File: src/rtl/ram_arbiter.sv
// ram_arbiter: single-port RAM arbiter between the instruction-fetch and
// data-memory ports of the pipelined MIPS datapath. Data requests win ties
// (the MEM-stage instruction is older), a streak limit keeps fetch from
// starving, and a per-access timeout aborts accesses the RAM never completes.
module ram_arbiter #(
  parameter int MAX_DSTREAK = 4,
  parameter int TIMEOUT     = 16
) (
  input  logic        CLK,
  input  logic        nRST,
  input  logic        iREN,
  input  logic [31:0] iaddr,
  output logic        ihit,
  output logic [31:0] iload,
  input  logic        dREN,
  input  logic        dWEN,
  input  logic [31:0] daddr,
  input  logic [31:0] dstore,
  output logic        dhit,
  output logic [31:0] dload,
  output logic        ramREN,
  output logic        ramWEN,
  output logic [31:0] ramaddr,
  output logic [31:0] ramstore,
  input  logic [31:0] ramload,
  input  logic        ram_ready,
  output logic        timeout
);

  localparam int SW = $clog2(MAX_DSTREAK + 1);
  localparam int WW = (TIMEOUT > 2) ? $clog2(TIMEOUT) : 1;
  localparam logic [SW-1:0] STREAK_MAX = SW'(MAX_DSTREAK);
  localparam logic [WW-1:0] WAIT_LAST  = WW'(TIMEOUT - 1);

  typedef enum logic [1:0] {
    IDLE = 2'd0,
    IACC = 2'd1,
    DACC = 2'd2
  } state_t;

  state_t        state, next_state;
  logic [SW-1:0] dstreak, next_dstreak;
  logic [WW-1:0] wait_cnt, next_wait_cnt;

  // State register and counters; async reset drops the RAM strobes at once.
  always_ff @(posedge CLK or negedge nRST) begin
    if (!nRST) begin
      state    <= IDLE;
      dstreak  <= '0;
      wait_cnt <= '0;
    end else begin
      state    <= next_state;
      dstreak  <= next_dstreak;
      wait_cnt <= next_wait_cnt;
    end
  end

  // Arbitration, access sequencing and the combinational RAM/requester outputs.
  always_comb begin
    next_state    = state;
    next_dstreak  = dstreak;
    next_wait_cnt = wait_cnt;
    ihit          = 1'b0;
    iload         = 32'd0;
    dhit          = 1'b0;
    dload         = 32'd0;
    ramREN        = 1'b0;
    ramWEN        = 1'b0;
    ramaddr       = 32'd0;
    ramstore      = 32'd0;
    timeout       = 1'b0;
    case (state)
      IDLE: begin
        next_wait_cnt = '0;
        if ((dREN || dWEN) && (!iREN || (dstreak < STREAK_MAX))) begin
          next_state = DACC;
          if (iREN) begin
            // Fetch is waiting behind this grant: count it toward the limit.
            next_dstreak = (dstreak == STREAK_MAX) ? dstreak : dstreak + SW'(1);
          end else begin
            next_dstreak = '0;
          end
        end else if (iREN) begin
          next_state   = IACC;
          next_dstreak = '0;
        end else begin
          next_state = IDLE;
        end
      end
      IACC: begin
        ramREN  = 1'b1;
        ramaddr = iaddr;
        if (!iREN) begin
          // Withdrawn request (e.g. pipeline flush) beats a late ram_ready.
          next_state = IDLE;
        end else if (ram_ready) begin
          ihit       = 1'b1;
          iload      = ramload;
          next_state = IDLE;
        end else if (wait_cnt == WAIT_LAST) begin
          timeout    = 1'b1;
          next_state = IDLE;
        end else begin
          next_wait_cnt = wait_cnt + WW'(1);
        end
      end
      DACC: begin
        ramaddr = daddr;
        if (dWEN) begin
          ramWEN   = 1'b1;
          ramstore = dstore;
        end else if (dREN) begin
          ramREN = 1'b1;
        end else begin
          ramREN = 1'b0;
        end
        if (!(dREN || dWEN)) begin
          next_state = IDLE;
        end else if (ram_ready) begin
          dhit       = 1'b1;
          dload      = dWEN ? 32'd0 : ramload;
          next_state = IDLE;
        end else if (wait_cnt == WAIT_LAST) begin
          timeout    = 1'b1;
          next_state = IDLE;
        end else begin
          next_wait_cnt = wait_cnt + WW'(1);
        end
      end
      default: begin
        next_state    = IDLE;
        next_dstreak  = '0;
        next_wait_cnt = '0;
      end
    endcase
  end

endmodule
File: config.mk
export PLATFORM = sky130hd
export DESIGN_NAME = ram_arbiter
export DESIGN_NICKNAME = d
export VERILOG_FILES = /design/src/rtl/ram_arbiter.sv
export SDC_FILE = /design/constraint.sdc
export NUM_CORES = 1
export LEC_CHECK = 0
export CORE_AREA = 2 2 103 105
export DETAILED_ROUTE_END_ITERATION = 10
export DIE_AREA = 0 0 105 107
export PLACE_DENSITY = 0.61
export SLEW_MARGIN = 5
export SYNTH_ARGS = -nofsm -noshare
export SYNTH_HDL_FRONTEND = slang
export SYNTH_SLANG_ARGS = --single-unit
File: constraint.sdc
create_clock -name CLK -period 2.45 [get_ports CLK]
set_input_delay 0.49 -clock CLK [delete_from_list [all_inputs] [get_ports CLK]]
set_output_delay 0.49 -clock CLK [all_outputs]
set_load 0.01 [all_outputs]
### Word-level counts from Yosys, hierarchy flattened

Index checks and enable logic that the tools add are counted.

| storage, ports and cells | value |
|---|---|
| logic and storage cells | 65 |
| register bits after elaboration | 9 |
| output and inout port bits | 133 |
| input port bits | 134 |

| cells by class | value |
|---|---|
| add/sub/neg operators | 2 |
| bitwise logic cells | 1 |
| $lt $le $gt $ge | 1 |
| eq/ne operators | 8 |
| muxes and demuxes | 42 |
| reduce and logical (&&, ||, !) cells | 8 |

Operators by type and width:

| kind | count |
|---|---|
| $mux 32 | 9 |
| $pmux 32 s2 | 1 |
| $mux 4 | 4 |
| $mux 1 | 14 |
| $mux 3 | 4 |
| $mux 2 | 5 |
| $pmux 4 s2 | 1 |
| $pmux 2 s3 | 1 |
| $pmux 3 s2 | 1 |
| $add 4x1->4 const B | 1 |
| $eq 4x4->1 const B | 1 |
| $ne 2x2->1 const B | 2 |
| $ne 4x4->1 const B | 1 |
| $pmux 1 s2 | 2 |
| $add 3x1->3 const B | 1 |
| $eq 3x3->1 const B | 1 |
| $lt 3x3->1 const B | 1 |
| $ne 3x3->1 const B | 1 |
| $reduce_and 3->1 | 1 |
| $eq 2x1->1 const B | 1 |
| $eq 2x2->1 const B | 1 |
| $logic_not 2->1 | 1 |
| $logic_or 1x1->1 | 2 |
| $reduce_and 2->1 | 1 |
| 4 further kinds | 4 |

### Logic depth before layout (Yosys ltp)

| logic depth | value |
|---|---|
| depth after elaboration | 5 |
| depth in mapped cells | 6 |
| mapped depth without buffers | 5 |

### Worst setup path before layout

No wires, ideal clock.

| path | value |
|---|---|
| path kind | register to output |
| start | register state[0] |
| end | output ramREN |
| cell stages (with the launch flop) | 7 |
| data arrival time | 1.446 ns |
| data required time | 1.960 ns |
| buffers on the path | 2 |
| setup slack | 0.514 ns |
| cell sequence | dfrtp_1 -> inv_1 -> ha_1 -> buf_2 -> clkinv_1 -> clkbuf_1 -> nor2_1 |

| between the ends | value |
|---|---|
| longest elaborated chain between the ends | 2 |
| elaborated cells on any way between the ends | 3 |
| classes of those cells | 2 x eq/ne; 1 x mux |

Ends and longest elaborated chain:

| item | RTL line | text |
|---|---|---|
| start: declaration | 41 | `state_t state, next_state;` |
| start signal: assignment | 52 | `state <= next_state;` |
| $eq 2x2->1 / $eq 2x1->1 (equally long branches) | 72 | `case (state)` |
| $pmux 1 s2 (*) | 72 |  |
| end: declaration | 21 | `output logic ramREN,` |

Mark *: on every way between the ends. The rest lies on a longest branch, timed or not.

### Worst setup path in the final report

| path | value |
|---|---|
| start | input iREN |
| end | output iload[15] |

| between the ends | value |
|---|---|
| longest elaborated chain between the ends | 2 |

Ends and longest elaborated chain:

| item | RTL line | text |
|---|---|---|
| start: declaration | 11 | `input logic iREN,` |
| $mux 32 | 93 | `if (!iREN) begin` |
| $mux 32 | 72 |  |
| end: declaration | 14 | `output logic [31:0] iload,` |

No other way between the ends.

==> summary.md <==
| Metric | Value |
|---|---|
| Final setup TNS | `0 ps` |
| Post-Place Cell Area | `between 4000 and 5000 um^2` |
| Via count of the first global-routing pass | `3131` |
| Leakage | `2.52 nW` |
| Area fraction of the dominant cell type after synthesis | `23.7%` |
| Clock Skews | `approximately 4.4 ps` |
| Status | `completed` |
| Unrepaired setup endpoints after global routing | `true` |
| First-pass GRT wire length | `17400 um` |
| # DRC | `0` |
| Number of iterations in the first detailed-routing pass | `4` |
| Net count reported at finish | `approximately 670` |
| Violation count after the first detailed-routing iteration | `162` |
| Tightest slew margin relative to the limit | `69.2%` |
| Post-CTS Hold Buffers | `0` |
| Capture point of the worst reg-to-reg path | `wait_cnt[0]` |
| Routability cong. | `0.814` |
| Floorplan die area | `11200 um^2` |
| Num Clock Sinks | `9` |
| Vert. Die Dim | `107 um` |
| Reg-to-reg setup timing slack | `a little over 600 ps` |
| Fin crit share | `97.5%` |
| Type of origin of the critical path | `primary input` |
| WHS Path Cells | `1` |
| Routed wire length | `between 10000 and 15000 um` |
| Transition time at the pin with the least slew margin | `460 ps` |
| Top post-synthesis cells by area | `sky130_fd_sc_hd__and2_1 24%, sky130_fd_sc_hd__a22oi_1 14%, sky130_fd_sc_hd__dfrtp_1 13%, sky130_fd_sc_hd__and3_1 12%, sky130_fd_sc_hd__nor2_1 8.0%` |
| Number of max-slew violations in the final report | `0` |
| Fraction of layout instances using a drive strength above 1 | `under 10%` |
| Clk slew on worst S/H paths | `around 50 ps` |
| Buffers from clock root to sink, at most | `2` |
| Library cell with the largest summed area after synthesis | `sky130_fd_sc_hd__and2_1` |
| #FFs+latches synth | `9` |
| Count of pins on the block boundary | `267` |
| Half-perimeter wire length after placement | `8590 um` |
| Number of warnings reported in the yosys synthesis log | `0` |
| Met3 WL post-DR | `roughly 1200 um` |
| CTS Root Buffer Type | `sky130_fd_sc_hd__clkbuf_8` |
| Count of cell types in the netlist | `33` |
| Path type of the worst setup path | `in -> out` |
| Syn Inst Count | `between 200 and 300` |
| Peak ir drop on the vdd network | `0.250 mV` |
| Hold Fails Final Rpt | `0` |
| Total GRT Usage | `19.4%` |
| Logic depth of the worst register-to-register path | `6` |
| Final core area utilization | `47.8%` |
| Count leader, synth | `sky130_fd_sc_hd__and2_1` |
| Critical path endpoint | `iload[15]` |
| Growth of design area from synthesis to finish | `177%` |
| Worst EP arrival | `1900 ps` |
| Netlist Area Pre-Place | `1740 um^2` |
| Initial Util | `17.3%` |
| Via density per instance | `4.51` |
| Number of nets with antenna violations after detailed routing | `0` |
| CTS tree | `built` |
| Amount of wire on met2 after detailed routing | `5620 um` |
| Max Fclk | `419 MHz` |
| Hold Slack | `544 ps` |
| Worst r2r src | `state[1]` |
| Maximum number of pins on one net before global-route repair | `39` |
| Worst setup path startpoint | `iREN` |
| Die width | `105 um` |
| Biggest fanout along the worst timing path | `16` |
| Sequential share of the synthesized area | `about an eighth` |
| Highest metal used | `met4` |
| Via count | `between 2000 and 3000` |
| Final setup fails | `0` |
| WL met1 | `4360 um` |
| Top post-synthesis cells by count | `66 x sky130_fd_sc_hd__and2_1, 37 x sky130_fd_sc_hd__nor2_1, 33 x sky130_fd_sc_hd__and3_1` |
| Number of buffers added on ports | `266` |
| Clock latency at the later pin of the worst-skew pair | `240 ps` |
| Category of the worst setup path capture point | `output port` |
| Time the final worst path needs with I/O delays and setup | `2390 ps` |
| EDFF count, synth | `0` |
| Worst min-delay path class | `reg -> reg` |
| # rows | `37` |
| Antenna violations before repair | `0` |
| CP required | `just under 2000 ps` |
| Inserted Diodes | `0` |
| Standard cell core area | `between 10000 and 15000 um^2` |
| Top flip-flop cell by instance count after synthesis | `sky130_fd_sc_hd__dfrtp_1` |
| Final cell area excluding filler cells | `between 4000 and 5000 um^2` |
| Total power | `about 2.4 mW` |
| TritonCTS buffer count | `3` |
| Per-cell routed wire length | `roughly 17 um` |
| Pwr dens | `495 nW/um^2` |
| Async SR Flop Fraction | `100%` |
| Synth Area per Inst | `~6.8 um^2` |
| Global route total overflow | `0` |
| Syn Nets | `398` |
| Deepest level of the CTS H-tree | `1` |
| Max cap viols | `0` |
## through the flow
step	instances	setup WS [ps]
after global routing	661	-30.0
after detailed placement	649	-372
after CTS	661	-31.2
after floorplan	257	514
final	661	60.9
after global placement	649	-362
## routing by layer
metal | vias to the layer above | GRT usage, %
met5 | - | 0
met2 | 185 | 35.4
met4 | 0 | 4.38
met1 | 1349 | 21.7
li1 | 1432 | -
met3 | 13 | 6.87
## final cells by class
class	instances	area, um^2
Fill cell	1037	5260
Timing Repair Buffer	289	2940
Multi-Input combinational cell	217	1430
Sequential cell	9	226
Tap cell	136	170
Clock buffer	4	45.0
Inverter	6	23.8
## worst min path at each step
stage	slack, ps	from	end
after floorplan	190	nRST	dstreak[0]
after global placement	500	dstreak[1]	dstreak[1]
after detailed placement	540	dstreak[1]	dstreak[1]
after CTS	560	dstreak[1]	dstreak[1]
after global routing	590	dstreak[1]	dstreak[1]
final	540	dstreak[1]	dstreak[1]
## sequential cells by signal (all words and copies together), names as in the netlist
name      cells
dstreak       3
state         2
wait_cnt      4
## worst max-delay path, stage by stage
cell and delay [ps]:
sky130_fd_sc_hd__clkdlybuf4s50_1 480, sky130_fd_sc_hd__and3_4 230, sky130_fd_sc_hd__bufbuf_16 280, sky130_fd_sc_hd__and2_1 160, sky130_fd_sc_hd__clkdlybuf4s15_1 250
## placed cells by master (no fill, tap or decap), types with 2 or more instances in the layout
| cell type | count |
|---|---|
| sky130_fd_sc_hd__dlymetal6s2s_1 | 8 |
| sky130_fd_sc_hd__inv_1 | 4 |
| sky130_fd_sc_hd__and3_1 | 32 |
| sky130_fd_sc_hd__ha_1 | 5 |
| sky130_fd_sc_hd__o21ai_0 | 5 |
| sky130_fd_sc_hd__clkbuf_2 | 2 |
| sky130_fd_sc_hd__nand2_1 | 5 |
| sky130_fd_sc_hd__clkdlybuf4s15_1 | 7 |
| sky130_fd_sc_hd__nor2_1 | 37 |
| sky130_fd_sc_hd__buf_6 | 2 |
| sky130_fd_sc_hd__nor2b_1 | 3 |
| sky130_fd_sc_hd__nand3_1 | 2 |
| sky130_fd_sc_hd__buf_12 | 6 |
| sky130_fd_sc_hd__buf_16 | 2 |
| sky130_fd_sc_hd__dfrtp_1 | 8 |
| sky130_fd_sc_hd__o2bb2ai_1 | 2 |
| sky130_fd_sc_hd__nor3_1 | 3 |
| sky130_fd_sc_hd__a31o_2 | 2 |
| sky130_fd_sc_hd__clkdlybuf4s50_1 | 151 |
| sky130_fd_sc_hd__clkdlybuf4s15_2 | 6 |
| sky130_fd_sc_hd__bufbuf_16 | 3 |
| sky130_fd_sc_hd__clkbuf_8 | 3 |
| sky130_fd_sc_hd__o211ai_1 | 2 |
| sky130_fd_sc_hd__a22oi_1 | 31 |
| sky130_fd_sc_hd__dlygate4sd2_1 | 92 |
| sky130_fd_sc_hd__buf_4 | 10 |
| sky130_fd_sc_hd__and2_1 | 66 |
| sky130_fd_sc_hd__a2bb2oi_1 | 2 |
## where the power goes
| group | switching, mW | internal (mW) |
|---|---|---|
| logic | 0.933 | 1.06 |
| clock network | 0.0635 | 0.114 |
| registers | 0.0393 | 0.185 |
| total | 1.04 | 1.36 |
## what timing repair did
action,in CTS,in global routing
pin swaps,1,2
endpoints found under the setup margin,133,77
gates cloned,5,0
buffers inserted,3,0
gates resized for setup,135,20
## cells by family (layout without fill, tap and decap cells)
family	Yosys count	count (layout)	share of synthesized area, %
DFF	9	9	12.9
AOI/OAI and AO/OA	52	52	22.8
buffers and inverters	31	299	7.17
and+or+nand+nor	158	158	52.1
adders and majority gates	7	7	5.02
(Power assumes the default switching activity.)
